$ cat config.mk
export PLATFORM = sky130hd
export DESIGN_NAME = spram_ctrl
export DESIGN_NICKNAME = d
export VERILOG_FILES = /design/src/rtl/spram_pkg.sv /design/src/rtl/spram_rsp_fifo.sv /design/src/rtl/spram_ctrl.sv
export SDC_FILE = /design/constraint.sdc
export NUM_CORES = 1
export LEC_CHECK = 0
export CELL_PAD_IN_SITES_DETAIL_PLACEMENT = 0
export CELL_PAD_IN_SITES_GLOBAL_PLACEMENT = 1
export CORE_ASPECT_RATIO = 1.25
export CORE_MARGIN = 10
export CORE_UTILIZATION = 40
export DETAILED_ROUTE_END_ITERATION = 7
export GPL_ROUTABILITY_DRIVEN = 0
export PLACE_DENSITY = 0.81
export SYNTH_ARGS = -nofsm -noshare
export SYNTH_HDL_FRONTEND = slang
export SYNTH_SLANG_ARGS = --single-unit
$ cat constraint.sdc
create_clock -name clk -period 5.8 [get_ports clk]
set_clock_uncertainty 0.15 [all_clocks]
set_input_delay 0.58 -clock clk [delete_from_list [all_inputs] [get_ports clk]]
set_output_delay 0.58 -clock clk [all_outputs]
set_load 0.05 [all_outputs]
$ cat src/rtl/spram_pkg.sv
// rtl/spram_pkg.sv - shared widths, power-state encoding and byte-mask helper for the SPRAM controller
// Purpose: common types used by spram_ctrl and spram_rsp_fifo.
// Contents: ADDR_W/DATA_W widths, pwr_state_e encoding, be_to_mask().
package spram_pkg;

  localparam int ADDR_W = 14;
  localparam int DATA_W = 16;

  typedef enum logic [1:0] {
    ACTIVE = 2'd0,
    STBY   = 2'd1,
    SLP    = 2'd2,
    WAKE   = 2'd3
  } pwr_state_e;

  // SPRAM masks per nibble; each byte enable covers two nibbles.
  function automatic logic [3:0] be_to_mask(input logic [1:0] be);
    return {be[1], be[1], be[0], be[0]};
  endfunction

endpackage

$ cat src/rtl/spram_rsp_fifo.sv
// rtl/spram_rsp_fifo.sv - 2-entry response buffer for SPRAM read data
// Purpose: holds captured read data until the consumer accepts it.
// Ports:
//   clk, rst_n  clock and asynchronous active-low reset
//   i_push      write i_wdata into the tail (never asserted when full)
//   i_wdata     data to store
//   i_pop       drop the head entry (only asserted when o_valid)
//   o_valid     at least one entry present
//   o_rdata     head entry
//   o_count     number of entries held (0..2)
module spram_rsp_fifo
  import spram_pkg::*;
(
  input  logic              clk,
  input  logic              rst_n,
  input  logic              i_push,
  input  logic [DATA_W-1:0] i_wdata,
  input  logic              i_pop,
  output logic              o_valid,
  output logic [DATA_W-1:0] o_rdata,
  output logic [1:0]        o_count
);

  logic [DATA_W-1:0] r_mem [2];
  logic              r_wr_ptr;
  logic              r_rd_ptr;
  logic [1:0]        r_count;

  always_ff @(posedge clk or negedge rst_n) begin
    if (!rst_n) begin
      r_mem[0] <= '0;
      r_mem[1] <= '0;
      r_wr_ptr <= 1'b0;
      r_rd_ptr <= 1'b0;
      r_count  <= 2'd0;
    end else begin
      if (i_push) begin
        r_mem[r_wr_ptr] <= i_wdata;
        r_wr_ptr        <= ~r_wr_ptr;
      end
      if (i_pop) begin
        r_rd_ptr <= ~r_rd_ptr;
      end
      case ({i_push, i_pop})
        2'b10:   r_count <= r_count + 2'd1;
        2'b01:   r_count <= r_count - 2'd1;
        default: r_count <= r_count;
      endcase
    end
  end

  assign o_valid = (r_count != 2'd0);
  assign o_rdata = r_mem[r_rd_ptr];
  assign o_count = r_count;

endmodule

$ cat src/rtl/spram_ctrl.sv
// rtl/spram_ctrl.sv - request/response controller and power manager for one iCE40 UP SPRAM
// Purpose: turns a valid/ready request stream into SPRAM port cycles, buffers
// read data in a 2-deep FIFO and drives STANDBY/SLEEP with wake-up delays.
// Ports:
//   clk, rst_n                       clock (also SPRAM CLOCK), async active-low reset
//   req_valid/req_ready              request handshake
//   req_we, req_addr, req_wdata, req_be  request payload (be used for writes)
//   rsp_valid/rsp_ready, rsp_rdata   read response stream
//   sleep_req                        level request for SLEEP mode
//   pwr_state                        current pwr_state_e
//   ram_addr, ram_wdata, ram_maskwren, ram_wren, ram_cs,
//   ram_standby, ram_sleep, ram_poweroff  registered SPRAM controls
//   ram_rdata                        SPRAM DATAOUT
module spram_ctrl
  import spram_pkg::*;
#(
  parameter int IDLE_TIMEOUT     = 64,
  parameter int WAKE_STANDBY_CYC = 1,
  parameter int WAKE_SLEEP_CYC   = 4
) (
  input  logic              clk,
  input  logic              rst_n,
  input  logic              req_valid,
  output logic              req_ready,
  input  logic              req_we,
  input  logic [ADDR_W-1:0] req_addr,
  input  logic [DATA_W-1:0] req_wdata,
  input  logic [1:0]        req_be,
  output logic              rsp_valid,
  input  logic              rsp_ready,
  output logic [DATA_W-1:0] rsp_rdata,
  input  logic              sleep_req,
  output logic [1:0]        pwr_state,
  output logic [ADDR_W-1:0] ram_addr,
  output logic [DATA_W-1:0] ram_wdata,
  output logic [3:0]        ram_maskwren,
  output logic              ram_wren,
  output logic              ram_cs,
  output logic              ram_standby,
  output logic              ram_sleep,
  output logic              ram_poweroff,
  input  logic [DATA_W-1:0] ram_rdata
);

  localparam bit         IDLE_EN     = (IDLE_TIMEOUT != 0);
  localparam logic [15:0] IDLE_LAST  = 16'(IDLE_TIMEOUT - 1);
  localparam logic [7:0] WAKE_STBY_N = 8'(WAKE_STANDBY_CYC);
  localparam logic [7:0] WAKE_SLP_N  = 8'(WAKE_SLEEP_CYC);

  pwr_state_e        r_state;
  logic [15:0]       r_idle_cnt;
  logic [7:0]        r_wake_cnt;
  logic              r_run;
  logic              r_rd_s1;     // read addressed this cycle (SPRAM samples at next edge)
  logic              r_rd_s2;     // DATAOUT valid this cycle, pushed at next edge
  logic [ADDR_W-1:0] r_ram_addr;
  logic [DATA_W-1:0] r_ram_wdata;
  logic [3:0]        r_ram_maskwren;
  logic              r_ram_wren;
  logic              r_ram_cs;
  logic              r_ram_standby;
  logic              r_ram_sleep;

  logic [1:0]        w_fifo_count;
  logic [1:0]        w_inflight;
  logic              w_credit_ok;
  logic              w_accept;
  logic              w_pop;

  // Reads reserve a FIFO slot from issue, so the FIFO can never overflow.
  assign w_inflight  = {1'b0, r_rd_s1} + {1'b0, r_rd_s2};
  assign w_credit_ok = ({1'b0, w_fifo_count} + {1'b0, w_inflight}) < 3'd2;
  // r_run keeps req_ready low until the first clock after reset release.
  assign req_ready   = r_run && (r_state == ACTIVE) && (req_we || w_credit_ok);
  assign w_accept    = req_valid && req_ready;
  assign w_pop       = rsp_valid && rsp_ready;

  always_ff @(posedge clk or negedge rst_n) begin
    if (!rst_n) begin
      r_run          <= 1'b0;
      r_rd_s1        <= 1'b0;
      r_rd_s2        <= 1'b0;
      r_ram_addr     <= '0;
      r_ram_wdata    <= '0;
      r_ram_maskwren <= 4'd0;
      r_ram_wren     <= 1'b0;
      r_ram_cs       <= 1'b0;
    end else begin
      r_run   <= 1'b1;
      r_rd_s1 <= w_accept && !req_we;
      r_rd_s2 <= r_rd_s1;
      if (w_accept) begin
        r_ram_addr     <= req_addr;
        r_ram_wdata    <= req_wdata;
        r_ram_wren     <= req_we;
        r_ram_maskwren <= req_we ? be_to_mask(req_be) : 4'd0;
        // A write with no byte enables still takes its slot but never touches the macro.
        r_ram_cs       <= !req_we || (req_be != 2'b00);
      end else begin
        r_ram_wren <= 1'b0;
        r_ram_cs   <= 1'b0;
      end
    end
  end

  // Power FSM. Low-power entry waits for no accept and no in-flight read, so
  // a pending SPRAM cycle is always sampled before STANDBY/SLEEP rises.
  always_ff @(posedge clk or negedge rst_n) begin
    if (!rst_n) begin
      r_state       <= ACTIVE;
      r_idle_cnt    <= 16'd0;
      r_wake_cnt    <= 8'd0;
      r_ram_standby <= 1'b0;
      r_ram_sleep   <= 1'b0;
    end else begin
      case (r_state)
        ACTIVE: begin
          if (w_accept) begin
            r_idle_cnt <= 16'd0;
          end else if (w_inflight == 2'd0) begin
            if (sleep_req) begin
              r_state     <= SLP;
              r_ram_sleep <= 1'b1;
              r_idle_cnt  <= 16'd0;
            end else if (IDLE_EN && (r_idle_cnt == IDLE_LAST)) begin
              r_state       <= STBY;
              r_ram_standby <= 1'b1;
              r_idle_cnt    <= 16'd0;
            end else if (IDLE_EN) begin
              r_idle_cnt <= r_idle_cnt + 16'd1;
            end
          end
        end
        STBY: begin
          if (sleep_req) begin
            r_state       <= SLP;
            r_ram_standby <= 1'b0;
            r_ram_sleep   <= 1'b1;
          end else if (req_valid) begin
            r_ram_standby <= 1'b0;
            r_wake_cnt    <= WAKE_STBY_N;
            r_state       <= (WAKE_STBY_N == 8'd0) ? ACTIVE : WAKE;
          end
        end
        SLP: begin
          if (!sleep_req) begin
            r_ram_sleep <= 1'b0;
            r_wake_cnt  <= WAKE_SLP_N;
            r_state     <= (WAKE_SLP_N == 8'd0) ? ACTIVE : WAKE;
          end
        end
        WAKE: begin
          // One WAKE cycle per count; the last one hands back to ACTIVE.
          if (r_wake_cnt <= 8'd1) begin
            r_wake_cnt <= 8'd0;
            r_state    <= ACTIVE;
          end else begin
            r_wake_cnt <= r_wake_cnt - 8'd1;
          end
        end
        default: r_state <= ACTIVE;
      endcase
    end
  end

  spram_rsp_fifo u_fifo (
    .clk     (clk),
    .rst_n   (rst_n),
    .i_push  (r_rd_s2),
    .i_wdata (ram_rdata),
    .i_pop   (w_pop),
    .o_valid (rsp_valid),
    .o_rdata (rsp_rdata),
    .o_count (w_fifo_count)
  );

  assign pwr_state    = r_state;
  assign ram_addr     = r_ram_addr;
  assign ram_wdata    = r_ram_wdata;
  assign ram_maskwren = r_ram_maskwren;
  assign ram_wren     = r_ram_wren;
  assign ram_cs       = r_ram_cs;
  assign ram_standby  = r_ram_standby;
  assign ram_sleep    = r_ram_sleep;
  // The macro is never powered off by this controller.
  assign ram_poweroff = 1'b1;

endmodule

==> results of run 1 <==
routing by layer:
layer / track usage / wire length [um]
met1: 0.162 / 4690
met2: 0.251 / 6040
met3: 0.0392 / 578
met4: 0.0678 / 251
met5: 0 / 0
cell usage after synthesis (2+ instances only):
library cell  count
a21oi_1          11
inv_1            14
buf_4             3
ha_1             11
and2_1            2
nor4_1            2
xor2_1            2
o31ai_1           4
a311oi_1          2
nor3_1            9
o41ai_1           3
nor2b_1           3
nand4_1           6
o21ai_1           3
clkbuf_1         13
and3_1            2
or2_2             2
mux2i_1           4
nand2_1         106
a211oi_1          3
buf_1             3
mux2_2           48
nand3_1          10
nand2b_1          2
nor2_1           22
o21ai_0          34
dfrtp_1         101
xnor2_1           3
or4_1             3
critical path: cells and delay by family, from the launching register on:
kind	cells	cell delay, ns
buffers and inverters	2	0.93
AOI/OAI and AO/OA	1	0.12
DFF	1	0.41
adders and majority gates	2	0.77
and+or+nand+nor	2	0.24
power by group:
part | total (mW) | internal [mW] | leakage (nW) | switching, mW
Sequential | 1.16 | 0.973 | 1.28 | 0.188
Clock | 0.621 | 0.342 | 0.149 | 0.280
Combinational | 2.01 | 0.749 | 1.34 | 1.26
state kept, by name (all words and copies together), names as in the netlist:
name / cells
ram_wdata: 16
r_wake_cnt: 8
u_fifo.r_rd_ptr: 1
ram_addr: 14
r_idle_cnt: 16
ram_wren: 1
ram_maskwren: 2
ram_sleep: 1
ram_cs: 1
r_run: 1
pwr_state: 2
u_fifo.r_wr_ptr: 1
ram_standby: 1
u_fifo.o_count: 2
u_fifo.r_mem: 32
r_rd_s2: 1
r_rd_s1: 1
per-stage QoR:
step | hold slack [ns] | setup slack [ns] | utilization | cell area [um2]
after CTS | 0.122 | 2.20 | 0.541 | 6250
after global placement | 0.237 | 2.63 | 0.515 | 5950
after global routing | 0.155 | 2.12 | 0.541 | 6250
final | 0.102 | 2.25 | 0.541 | 6250
after floorplan | 0.134 | 3.06 | - | 4710
after detailed placement | 0.258 | 2.59 | 0.515 | 5950
path summary, 6_finish.rpt:
check                                       start                           to  slack, ns
worst max-delay path            r_rd_s2$_DFF_PN0_                    req_ready       2.25
worst min-delay path                        rst_n    r_idle_cnt[2]$_DFFE_PN0P_       0.10
worst max register to register  r_rd_s2$_DFF_PN0_     pwr_state[0]$_DFFE_PN0P_       2.64
worst min register to register  r_rd_s1$_DFF_PN0_            r_rd_s2$_DFF_PN0_       0.28
max in group asynchronous                   rst_n  u_fifo.r_wr_ptr$_DFFE_PN0P_       4.29
min in group clk                r_rd_s1$_DFF_PN0_            r_rd_s2$_DFF_PN0_       0.28
final cells by class:
cell class | instances | area (um2)
clock inverters | 7 | 80.1
clock buffers | 9 | 225
inverters | 14 | 52.6
fillers | 1043 | 5310
multi-input cells | 319 | 2050
flip-flops and latches | 101 | 2530
well taps | 138 | 173
repair buffers | 116 | 1150
cell families after synthesis:
logic type               after synthesis
flip-flops                           101
AND/OR/NAND/NOR                      177
multiplexers                          52
XOR/XNOR                               5
AO/OA/AOI/OAI                         71
adder cells (fa/ha/maj)               12
other                                  1
buffers and inverters                 34
==> flow_metrics.tcl, run 1 <==
set metrics [dict create \
    post_cts_buffers 0 \
    start_kind "register" \
    wl_mm 11.6 \
    finalSetupTns_ns 0 \
    clk_pin_slew_worst_paths_ns 0.07 \
    synth_area_leaders "dfrtp_1 54%, mux2_2 11%, nand2_1 8.4%, o21ai_0 3.6%, ha_1 2.9%" \
    outcome "completed" \
    ir_worst_vdd_mv 0.260 \
    crit_chain "inv_1, ha_1, nand2_1, fa_1, a21oi_1, nor2_1, clkdlybuf4s50_1" \
    r2r_cells 9 \
    cts_tree "built" \
    avgSynthCellArea_um2 10.4 \
    async_flop_share 1.00 \
    drc 0 \
    synth_top_area_cell "dfrtp_1" \
    ctsHoldBuffers 0 \
    yosys.area.top_type_share 0.537 \
    placed_cells 688 \
    mostFrequentLayoutCells "110 x clkdlybuf4s50_1, 106 x nand2_1, 101 x dfrtp_1" \
    powerDensity_nw_per_um2 606 \
    syn_to_final_growth_pct 32.7 \
    synthMuxAreaShare 0.123 \
    row_count 44 \
    endpoint_kind "output port" \
    worstMarginPinSlew_ns 0.920 \
    synth_top_family_by_area "simple AND/OR/NAND/NOR gates" \
    finalNonFillerCells 704 \
    cts.root.buffer_cell "clkbuf_16" \
    ant_nets 0 \
    ys_warn_count 0 \
    fp.dieW_um 117 \
    hp-class "in -> async" \
    core-area_um2 11600 \
    netlist_instances 453 \
    path_max_fanout 4 \
    hpwl_mm 8.41 \
    track_usage 0.146 \
    routedWlPerCell_um 16.4 \
    finalSetupViolCount 0 \
    worstSkewPairLatency_ns 0.35 \
    synth_compound_area_frac 0.0948 \
    ys.flop_type "dfrtp_1" \
    cts_buffers 9 \
    cap_violations 0 \
    grt_pass1_vias 3785 \
    num_antenna_cells 0 \
    grt_pass1_wl_mm 19.2 \
    antenna_found_initial 0 \
    nNetsFinal 627 \
    fin_crit_ns 3.55 \
    synth-simple-area-share 0.172 \
    dieArea_um2 16500 \
    clk_path_buf_depth 2 \
    cp_slowest_cell "clkdlybuf4s50_1" \
    grt_max_degree 55 \
    start_util 0.407 \
    cts-htree-levels 3 \
    critical_path.max_stage_delay_ns 0.83 \
    ys_types 51 \
    crit_arrival_ns 2.82 \
    synth_fa_ha_area_frac 0.0335 \
    final_common_cell "clkdlybuf4s50_1" \
    slew-limit-headroom 0.386 \
    worstSetupPathType "reg -> out" \
    crit_required_ns 5.07 \
    max_freq_mhz 282 \
    ys_seq_elements 101 \
    port_buffers 111 \
    netlist_area_um2 4710 \
    synth_xor_area_frac 0.00930 \
    cts.sinks 101 \
    p_leak_nw 2.77 \
    ys_seq_area_frac 0.537 \
    die_h_um 141 \
    first_iter_violations 123 \
    pin_count 113 \
    grt-ovfl-total 0 \
    slew_viol_final 0 \
    fin_crit_sh 0.612 \
    rsz0062_at_grt "false" \
    power_mw 3.79 \
    via_per_inst 5.20 \
    final_hold_viol_count 0 \
    synth_edf_count 0 \
    dr.pass1.iters 4 \
    ctsResizeCount 0 \
    via_count 3658 \
    drive_gt1_frac 0.138 \
]
No activity file was read; power rests on OpenSTA's default activity.
==> run 2, diff against run 1 <==
--- a/config.mk
+++ b/config.mk
@@ -9,10 +9,10 @@
 export CELL_PAD_IN_SITES_GLOBAL_PLACEMENT = 1
 export CORE_ASPECT_RATIO = 1.25
 export CORE_MARGIN = 10
-export CORE_UTILIZATION = 40
+export CORE_UTILIZATION = 34
 export DETAILED_ROUTE_END_ITERATION = 7
 export GPL_ROUTABILITY_DRIVEN = 0
-export PLACE_DENSITY = 0.81
+export PLACE_DENSITY = 0.73
 export SYNTH_ARGS = -nofsm -noshare
 export SYNTH_HDL_FRONTEND = slang
 export SYNTH_SLANG_ARGS = --single-unit
==> constraint.sdc (replaced) <==
create_clock -name clk -period 2.97 [get_ports clk]
set_clock_uncertainty 0.15 [all_clocks]
set_input_delay 0.297 -clock clk [delete_from_list [all_inputs] [get_ports clk]]
set_output_delay 0.297 -clock clk [all_outputs]
set_load 0.05 [all_outputs]
==> flow_metrics.tcl, run 2 (same netlist as run 1, synthesis figures left out) <==
set metrics [dict create \
    largest-register "u_fifo.r_mem" \
    syn_to_final_growth_pct 36.1 \
    start_util 0.344 \
    dr.pass1.iters 4 \
    seq_area_um2 2530 \
    drc 0 \
    ir_worst_vdd_mv 0.723 \
    worstMarginPinSlew_ns 0.778 \
    timing.rr.start "r_rd_s2$_DFF_PN0_" \
    p_seq_frac 0.297 \
    largest_register_ffs 32 \
    cap_violations 0 \
    worstSkewPairLatency_ns 0.33 \
    placed_cells 729 \
    core-area_um2 13700 \
    p_leak_nw 2.83 \
    powerDensity_nw_per_um2 1170 \
    hp-start "r_rd_s1$_DFF_PN0_" \
    rsz0062_at_grt "false" \
    max_freq_mhz 368 \
    wl_mm 11.7 \
    multi_input_area_um2 2050 \
    power_mw 7.51 \
    fin_crit_sh 0.914 \
    ant_nets 0 \
    place_ws_ns 0.170 \
    grt-ovfl-total 0 \
    cts_buffers 9 \
    cts.root.buffer_cell "clkbuf_16" \
    finalSetupViolCount 0 \
    nNetsFinal 635 \
    final_hold_viol_count 0 \
    cts.sinks 101 \
    via_per_inst 4.86 \
    grt_pass1_vias 3815 \
    num_antenna_cells 0 \
    outcome "completed" \
    power_switching_mw 3.31 \
    start_kind "register" \
    path_max_fanout 7 \
    fp.dieW_um 125 \
    nFillCells 1280 \
    via_count 3639 \
    pwr-share-comb 0.534 \
    cts-htree-levels 3 \
    routedWlPerCell_um 15.7 \
    power.internal_mw 4.19 \
    row_count 48 \
    pin_count 113 \
    track_usage 0.126 \
    switching_share 0.441 \
    clk_path_buf_depth 2 \
    r2r_cells 11 \
    finalSetupTns_ns 0 \
    antenna_found_initial 0 \
    final_common_cell "clkdlybuf4s50_1" \
    min_path_cells 0 \
    drive_gt1_frac 0.148 \
    die_h_um 152 \
    slew-limit-headroom 0.480 \
    grt_pass1_wl_mm 19.9 \
    crit_required_ns 3.08 \
    worstSetupPathType "reg -> reg" \
    slew_viol_final 0 \
    finalNonFillerCells 749 \
    clk_pin_slew_worst_paths_ns 0.06 \
    fin_crit_ns 2.72 \
    first_iter_violations 227 \
    crit_arrival_ns 2.82 \
    hpwl_mm 8.54 \
    port_buffers 111 \
    grt_max_degree 54 \
    mostFrequentLayoutCells "109 x clkdlybuf4s50_1, 106 x nand2_1, 101 x dfrtp_1" \
    critPathLaunch "r_rd_s2$_DFF_PN0_" \
    dieArea_um2 19000 \
    hp-class "reg -> reg" \
    worst_slack_ns 0.255 \
    cts_tree "built" \
    clkPwrFrac 0.169 \
    endpoint_kind "register" \
]
-- run 2: timing repair --
item                       in CTS  in global routing
resized for setup               0                  1
buffers inserted                0                  3
hold buffers                    1                  0
hold endpoints to repair       52                  0
setup endpoints to repair       0                  1
-- run 2: through the flow --
stage / hold slack (ns) / util / area (um2)
detailed placement: 0.242 / 0.441 / 6030
floorplan: -0.149 / - / 4710
CTS: 0.257 / 0.465 / 6370
global route: 0.270 / 0.468 / 6410
finish: 0.257 / 0.468 / 6410
global placement: 0.239 / 0.441 / 6030
-- run 2: power groups by stage --
| stage | logic, mW | clock network, mW | registers (mW) |
|---|---|---|---|
| 6_report | 4.01 | 1.27 | 2.23 |
| 5_1_grt | 4.30 | 1.37 | 2.31 |
| 4_1_cts | 4.03 | 1.32 | 2.23 |
| 3_5_place_dp | 4.02 | 0 | 2.25 |
| 3_3_place_gp | 3.96 | 0 | 2.22 |
| 2_1_floorplan | 2.00 | 0 | 2.97 |
-- run 2: per-layer routing --
metal / vias to the layer above / part of all wire / GRT usage
met5: - / 0 / 0
met4: 0 / 0.012 / 0.0484
met3: 9 / 0.072 / 0.0435
met2: 108 / 0.44 / 0.194
met1: 1729 / 0.48 / 0.161
li1: 1793 / - / -
-- run 2: area by class of cell --
cell class / count / area share
clock buffer: 13 / 0.0406
timing repair buffer: 124 / 0.192
sequential: 101 / 0.394
multi-input combinational: 319 / 0.320
inverter: 14 / 0.00820
clock inverter: 3 / 0.0105
tap: 175 / 0.0342
-- run 2: critical path: stages (launching register included) --
cell	delay [ns]
dfrtp_1	0.40
inv_1	0.10
ha_1	0.28
nand2_1	0.06
fa_1	0.46
a21oi_2	0.22
o21bai_1	0.12
nor4bb_1	0.26
buf_4	0.21
buf_4	0.13
nand4_1	0.09
mux2i_1	0.15
-- run 2: path summary, 6_finish.rpt --
kind	end	slack [ns]
setup / recovery	r_idle_cnt[15]$_DFFE_PN0P_	0.25
hold / removal	r_rd_s2$_DFF_PN0_	0.26
setup reg to reg	r_idle_cnt[15]$_DFFE_PN0P_	0.25
hold reg to reg	r_rd_s2$_DFF_PN0_	0.26
max in group asynchronous	ram_sleep$_DFFE_PN0P_	1.54
min in group asynchronous	u_fifo.r_mem[20]$_DFFE_PN0P_	0.39
==> run 3, diff against run 2 <==
--- a/config.mk
+++ b/config.mk
@@ -12,6 +12,7 @@
 export CORE_UTILIZATION = 34
 export DETAILED_ROUTE_END_ITERATION = 7
 export GPL_ROUTABILITY_DRIVEN = 0
+export GPL_TIMING_DRIVEN = 0
 export PLACE_DENSITY = 0.73
 export SYNTH_ARGS = -nofsm -noshare
 export SYNTH_HDL_FRONTEND = slang
==> flow_metrics.tcl, run 3 (same netlist as run 1, synthesis figures left out) <==
set metrics [dict create \
    outcome "completed" \
    row_count 48 \
    largest_register_ffs 32 \
    nNetsFinal 643 \
    port_buffers 111 \
    cts-htree-levels 3 \
    wl_mm 12.0 \
    power.internal_mw 4.14 \
    nFillCells 1303 \
    dr.pass1.iters 4 \
    power_switching_mw 3.33 \
    die_h_um 152 \
    fp.dieW_um 125 \
    endpoint_kind "output port" \
    hp-class "reg -> reg" \
    clkPwrFrac 0.161 \
    pin_count 113 \
    clk_path_buf_depth 2 \
    fin_crit_ns 2.84 \
    drive_gt1_frac 0.153 \
    p_leak_nw 2.84 \
    antenna_found_initial 0 \
    ir_worst_vdd_mv 0.719 \
    grt_pass1_vias 4012 \
    finalSetupViolCount 0 \
    via_per_inst 4.89 \
    p_seq_frac 0.301 \
    path_max_fanout 4 \
    switching_share 0.446 \
    largest-register "u_fifo.r_mem" \
    via_count 3692 \
    cts.sinks 101 \
    fin_crit_sh 0.957 \
    grt_max_degree 70 \
    cts_tree "built" \
    max_freq_mhz 352 \
    mostFrequentLayoutCells "108 x clkdlybuf4s50_1, 106 x nand2_1, 101 x dfrtp_1" \
    final_common_cell "clkdlybuf4s50_1" \
    grt-ovfl-total 0 \
    worstMarginPinSlew_ns 0.714 \
    finalNonFillerCells 755 \
    crit_arrival_ns 2.40 \
    r2r_cells 10 \
    worstSetupPathType "reg -> out" \
    start_kind "register" \
    placed_cells 741 \
    slew-limit-headroom 0.521 \
    crit_required_ns 2.52 \
    powerDensity_nw_per_um2 1160 \
    hold_slack_ns 0.286 \
    worstSkewPairLatency_ns 0.34 \
    num_antenna_cells 0 \
    min_path_cells 0 \
    track_usage 0.128 \
    core-area_um2 13700 \
    ant_nets 0 \
    dieArea_um2 19000 \
    final_core_util 0.471 \
    syn_to_final_growth_pct 36.8 \
    power_mw 7.48 \
    cts.root.buffer_cell "clkbuf_16" \
    hpwl_mm 8.87 \
    grt_pass1_wl_mm 20.2 \
    cap_violations 0 \
    routedWlPerCell_um 15.9 \
    drc 0 \
    start_util 0.344 \
    pwr-share-comb 0.538 \
    slew_viol_final 0 \
    first_iter_violations 198 \
    cts_buffers 9 \
    final_hold_viol_count 0 \
    clk_pin_slew_worst_paths_ns 0.07 \
]
==> run 3: cell count changes in the layout (fill, tap and decap cells not counted), sizes merged <==
cell           before  now
clkbuf             13   22
clkdlybuf4s15       0    1
dlymetal6s2s        0    1
clkinv              0    2
buf                14    8
clkdlybuf4s50     109  108
==> run 3: area by class of cell <==
class / count / area (um2) / area share
tap: 175 / 219 / 0.0340
buffer: 18 / 97.6 / 0.0151
timing repair buffer: 114 / 1160 / 0.180
multi-input combinational: 319 / 2090 / 0.324
sequential: 101 / 2530 / 0.392
clock buffer: 9 / 225 / 0.0349
clock inverter: 5 / 77.6 / 0.0120
inverter: 14 / 52.6 / 0.00815
==> run 3: per-layer routing <==
layer	GRT usage	up-vias	routed length, um
li1	-	1801	-
met1	0.157	1762	5330
met2	0.202	122	5430
met3	0.0557	7	1110
met4	0.0381	0	124
met5	0	-	0
==> run 3: metrics by stage <==
stage | worst slack, ns | cell area [um2] | TNS [ns]
after floorplan | 0.245 | 4710 | 0
after global placement | -2.49 | 6040 | -254.81
after detailed placement | -0.493 | 6070 | -5.72
after CTS | 0.00303 | 6420 | 0
after global routing | -0.0368 | 6440 | -0.0704
final | 0.127 | 6440 | 0
==> run 3: timing repair <==
| action | CTS | global route |
|---|---|---|
| setup endpoints to repair | 54 | 53 |
| hold buffers | 1 | 0 |
| setup buffers | 0 | 1 |
| gates cloned | 0 | 0 |
| pin swaps | 0 | 1 |
| hold endpoints to repair | 32 | 0 |
| resized for setup | 13 | 10 |
==> run 3: worst max-delay path, stage by stage, from the launching register on <==
cell,delay [ns]
dfrtp_1,0.40
inv_1,0.10
ha_1,0.28
nand2_1,0.06
fa_1,0.55
a21oi_4,0.10
nor2_1,0.17
clkdlybuf4s15_2,0.40
==> run 3: power by group through the flow <==
stage	combinational (mW)	sequential, mW	clock (mW)
after floorplan	2.00	2.97	0
after global placement	3.98	2.21	0
after global routing	4.33	2.33	1.31
after detailed placement	4.03	2.25	0
final	4.02	2.25	1.20
after CTS	4.08	2.24	1.26
==> run 3: path summary, 6_finish.rpt <==
check	from	endpoint	slack, ns
max	r_rd_s2$_DFF_PN0_	req_ready	0.13
min	r_rd_s1$_DFF_PN0_	r_rd_s2$_DFF_PN0_	0.29
min reg2reg	r_rd_s1$_DFF_PN0_	r_rd_s2$_DFF_PN0_	0.29
max reg2reg	r_rd_s2$_DFF_PN0_	r_idle_cnt[13]$_DFFE_PN0P_	0.13
max in group asynchronous	rst_n	ram_maskwren[2]$_DFFE_PN0N_	1.69
min in group asynchronous	rst_n	u_fifo.r_mem[1]$_DFFE_PN0P_	0.30
